--- config.mk ---
export PLATFORM = sky130hd
export DESIGN_NAME = boolean_expression
export DESIGN_NICKNAME = d
export VERILOG_FILES = /design/src/rtl/boolean_expression.sv
export SDC_FILE = /design/constraint.sdc
export NUM_CORES = 1
export LEC_CHECK = 0
export ABC_CLOCK_PERIOD_IN_PS = 2300
export CORE_AREA = 2 2 46 48
export CTS_BUF_LIST = sky130_fd_sc_hd__clkbuf_16
export CTS_CLUSTER_SIZE = 12
export DETAILED_ROUTE_END_ITERATION = 10
export DIE_AREA = 0 0 48 50
export GPL_ROUTABILITY_DRIVEN = 0
export PLACE_DENSITY = 0.9
export SYNTH_ARGS = -nofsm -noshare
export SYNTH_HDL_FRONTEND = slang
export SYNTH_SLANG_ARGS = --single-unit
--- constraint.sdc ---
create_clock -name clk -period 2.3 [get_ports clk]
set_clock_uncertainty 0.1 [all_clocks]
set_input_delay 0.69 -clock clk [delete_from_list [all_inputs] [get_ports clk]]
set_output_delay 0.69 -clock clk [all_outputs]
set_load 0.01 [all_outputs]
--- src/rtl/boolean_expression.sv ---
// Three-input function F = (A & B) | (~B & C).
// F is combinational; a registered copy carries decode and statistics.
module boolean_expression #(
  parameter int CNT_W = 8
) (
  input  logic             clk,
  input  logic             rst,
  input  logic             A,
  input  logic             B,
  input  logic             C,
  output logic             F,
  output logic             F_q,
  output logic [2:0]       idx_q,
  output logic [7:0]       minterm_q,
  output logic             f_changed,
  output logic [CNT_W-1:0] ones_cnt
);

  localparam logic [CNT_W-1:0] CNT_ONE = {{(CNT_W-1){1'b0}}, 1'b1};
  localparam logic [CNT_W-1:0] CNT_MAX = {CNT_W{1'b1}};

  logic [2:0] idx;

  assign idx = {A, B, C};

  // Pure gate-level function, so X/Z on any input propagates to F.
  assign F = (A & B) | (~B & C);

  // Registered copy of F, its index and one-hot decode, plus change flag.
  always_ff @(posedge clk or posedge rst) begin
    if (rst) begin
      F_q       <= 1'b0;
      idx_q     <= 3'd0;
      minterm_q <= 8'h01;
      f_changed <= 1'b0;
    end else begin
      F_q       <= F;
      idx_q     <= idx;
      minterm_q <= 8'h01 << idx;
      f_changed <= F ^ F_q;
    end
  end

  // Count edges at which F was high, stopping at all-ones.
  always_ff @(posedge clk or posedge rst) begin
    if (rst) begin
      ones_cnt <= '0;
    end else if (F && (ones_cnt != CNT_MAX)) begin
      ones_cnt <= ones_cnt + CNT_ONE;
    end
  end

endmodule

==> summary.txt <==
status = finished, final reports clean
Post-Synthesis Cells = 67
hpwl dp = 1220 um
Ports = 27
simple-gate portion of the synthesized area = 17.3%
post-synthesis sequential area ratio = 60.6%
flops & latches, synth = 21
RSZ-0062 raised after global routing = no
Core Util, Final = 67.1%
Setup crit end = F
top cells by area, synth = dfrtp_1, nor3b_1, dfstp_2, nand2_1, mux2_1
max_slew headroom = 75.2%
Power Density = 1010 nW/um^2
Port Buffers = 26
Worst setup SP type = input pin
WP data required = 1510 ps
clock sink total = 21
post-route setup TNS = 0 ps
WL/cell = 13.3 um
mux cell area share after synthesis = 9.50%
worst hold path class = reg -> reg
placed cell area = 1190 um^2
DRC = 0
Rows = 16
# diodes = 0
Max-Cap Viols = 0
largest net degree at the start of global routing = 14
clk buf depth = 2
H-tree depth = 1
Post-Route WL = 1700 um
finished layout cell area = 1280 um^2
first-pass GRT wire length = 2870 um
Fin. Hold Viols = 0
XOR/XNOR Fraction of Synth Area = 2.01%
final setup violation count = 0
total number of vias = 608
number of global-route vias before repair = 601
yosys warns = 0
CTS Buf Count = 3
Total Routing Usage GR = 17.9%
Max Fclk = 0.448 GHz
CTS root buffer = clkbuf_16
Routed Antenna Nets = 0
Critical R2R Launch = ones_cnt[0]$_DFFE_PP0P_
post-layout min period = 2230 ps
Worst Reg-to-Reg Cells = 4
largest family of logic cells by synthesized area = simple AND/OR/NAND/NOR gates
syn_nets = 73
CTS tree = done
drt pass-1 iters = 4
core region area = 1900 um^2
Horiz. Die Dim = 48 um
Fill cells = 143
# nets final = 108
GRT overflow = 0
CP arrival = 1440 ps
R2R Path End = ones_cnt[1]$_DFFE_PP0P_
Design Power = 1280 uW
Worst Setup End Kind = output pin
Avg Inst Size Synth = 13.0 um^2
pins over their slew limit = 0
crit path max fanout = 2
Synth Area in Adders = 1.44%
slew at the pin closest to its max-slew limit = 372 ps
crit path from = B
Reg clk slew, reported paths = 60 ps
Tcrit/Tclk final = 97.2%
complex-gate fraction of the synthesized area = 5.47%
Clk Latency, worst-skew pair = 250 ps
setup bufs post-CTS = 0
Yosys cell types = 28
initial antenna violation count = 0
vias per inst = 4.75
Area Growth Syn to Fin = 46.8%
worst vdd ir = 0.684 mV
Worst Setup Path Type = in -> out
layout cells sized above 1 = 20.8%
Inst Count DP = 124
post-synth top area share = 57.6%
LEAKAGE = 0.000547 uW
DRT iter0 DRCs = 6
post-route insts no fill = 128
mapped cell area = 870 um^2
FF-to-FF setup slack = 610 ps
die height = 50 um
die area = 2400 um^2
Initial Util = 45.7%
hold buffers post-CTS = 0
Synth area leader = dfrtp_1
## stage by stage
| step | hold WS, ps | setup slack, ps |
|---|---|---|
| 6_report | 374 | 65.5 |
| 5_1_grt | 407 | 44.0 |
| 4_1_cts | 379 | 9.35 |
| 3_5_place_dp | 368 | -527 |
| 3_3_place_gp | 360 | -526 |
| 2_1_floorplan | 408 | 278 |
## power breakdown
| part | internal [uW] | switching [uW] |
|---|---|---|
| Clock | 235 | 128 |
| Combinational | 226 | 174 |
| Sequential | 441 | 78.4 |
## worst min path at each step
stage	slack [ps]	start	cells after the start	end
6_report	370	F_q$_DFF_PP0_	1	f_changed$_DFF_PP0_
5_1_grt	410	F_q$_DFF_PP0_	1	f_changed$_DFF_PP0_
4_1_cts	380	F_q$_DFF_PP0_	1	f_changed$_DFF_PP0_
3_5_place_dp	370	F_q$_DFF_PP0_	1	f_changed$_DFF_PP0_
3_3_place_gp	360	F_q$_DFF_PP0_	1	f_changed$_DFF_PP0_
2_1_floorplan	410	F_q$_DFF_PP0_	1	f_changed$_DFF_PP0_
## Yosys cell counts (all sizes together)
| master | count |
|---|---|
| o31ai | 1 |
| mux2i | 1 |
| dfstp | 1 |
| nand2 | 7 |
| ha | 1 |
| dfrtp | 20 |
| o2111a | 1 |
| and3b | 1 |
| xnor2 | 2 |
| nor3 | 2 |
| a21oi | 2 |
| and3 | 1 |
| or3 | 1 |
| mux2 | 5 |
| inv | 3 |
| o21ai | 1 |
| nor3b | 5 |
| nor2 | 3 |
| nand2b | 1 |
| a41oi | 1 |
| buf | 3 |
| nand3 | 2 |
| nor4 | 1 |
| nor4b | 1 |
## worst max-delay path, stage by stage
cell and delay, ps:
clkdlybuf4s15_2 220, mux2i_4 240, inv_2 60, clkdlybuf4s15_1 230
## cells in the final DEF (no fill, tap or decap)
cell and n:
mux2i_4 1, mux2_4 1, dlygate4sd2_1 2, a41oi_1 1
clkdlybuf4s15_1 1, clkdlybuf4s50_1 22, o21ai_0 1, or3_1 1
xnor2_1 2, nand2b_1 1, o2111a_1 1, nor4_2 1
dfstp_2 1, nor3_1 2, nor3b_1 5, and3_1 1
nor4b_2 1, inv_1 2, clkdlybuf4s15_2 1, and3b_1 1
nor2_1 3, clkbuf_16 3, nand3_1 2, inv_2 1
dfrtp_1 20, a21oi_1 2, o31ai_2 1, mux2_2 2
nand2_1 7, mux2_1 2, ha_1 1, buf_4 7
clkinvlp_4 1
## layout make-up
type                    count  area (um^2)  share of cell area [%]
clock inverters             1         7.51                   0.588
repair buffers             33          312                    24.4
inverters                   3         11.3                   0.882
flip-flops and latches     21          527                    41.3
well taps                  27         33.8                    2.65
clock buffers               3         75.1                    5.88
multi-input cells          40          310                    24.3
## routing by layer
layer  track usage, %  vias to the layer above  wire [um]
li1                 -                      296          -
met1             23.5                      290        731
met2             25.3                       17        845
met3             5.13                        5         65
met4             10.8                        0         55
met5                0                        -          0
## what timing repair did
item / in CTS / in global routing
pin swaps: 0 / 0
cloned: 0 / 0
gates resized for setup: 6 / 1
setup endpoints to repair: 1 / 1
## registers in the layout, summed over array words and instances, names as in the netlist
name       cells
F_q            1
idx_q          3
ones_cnt       8
minterm_q      8
f_changed      1
## logic make-up (layout without fill, tap and decap cells)
group,Yosys count,count (layout)
XOR/XNOR,2,2
buffers and inverters,6,40
multiplexers,6,6
AND/OR/NAND/NOR,25,25
AO/OA/AOI/OAI,6,6
flip-flops,21,21
adder cells (fa/ha/maj),1,1
Note: power is estimated with default switching activity, not from simulation.
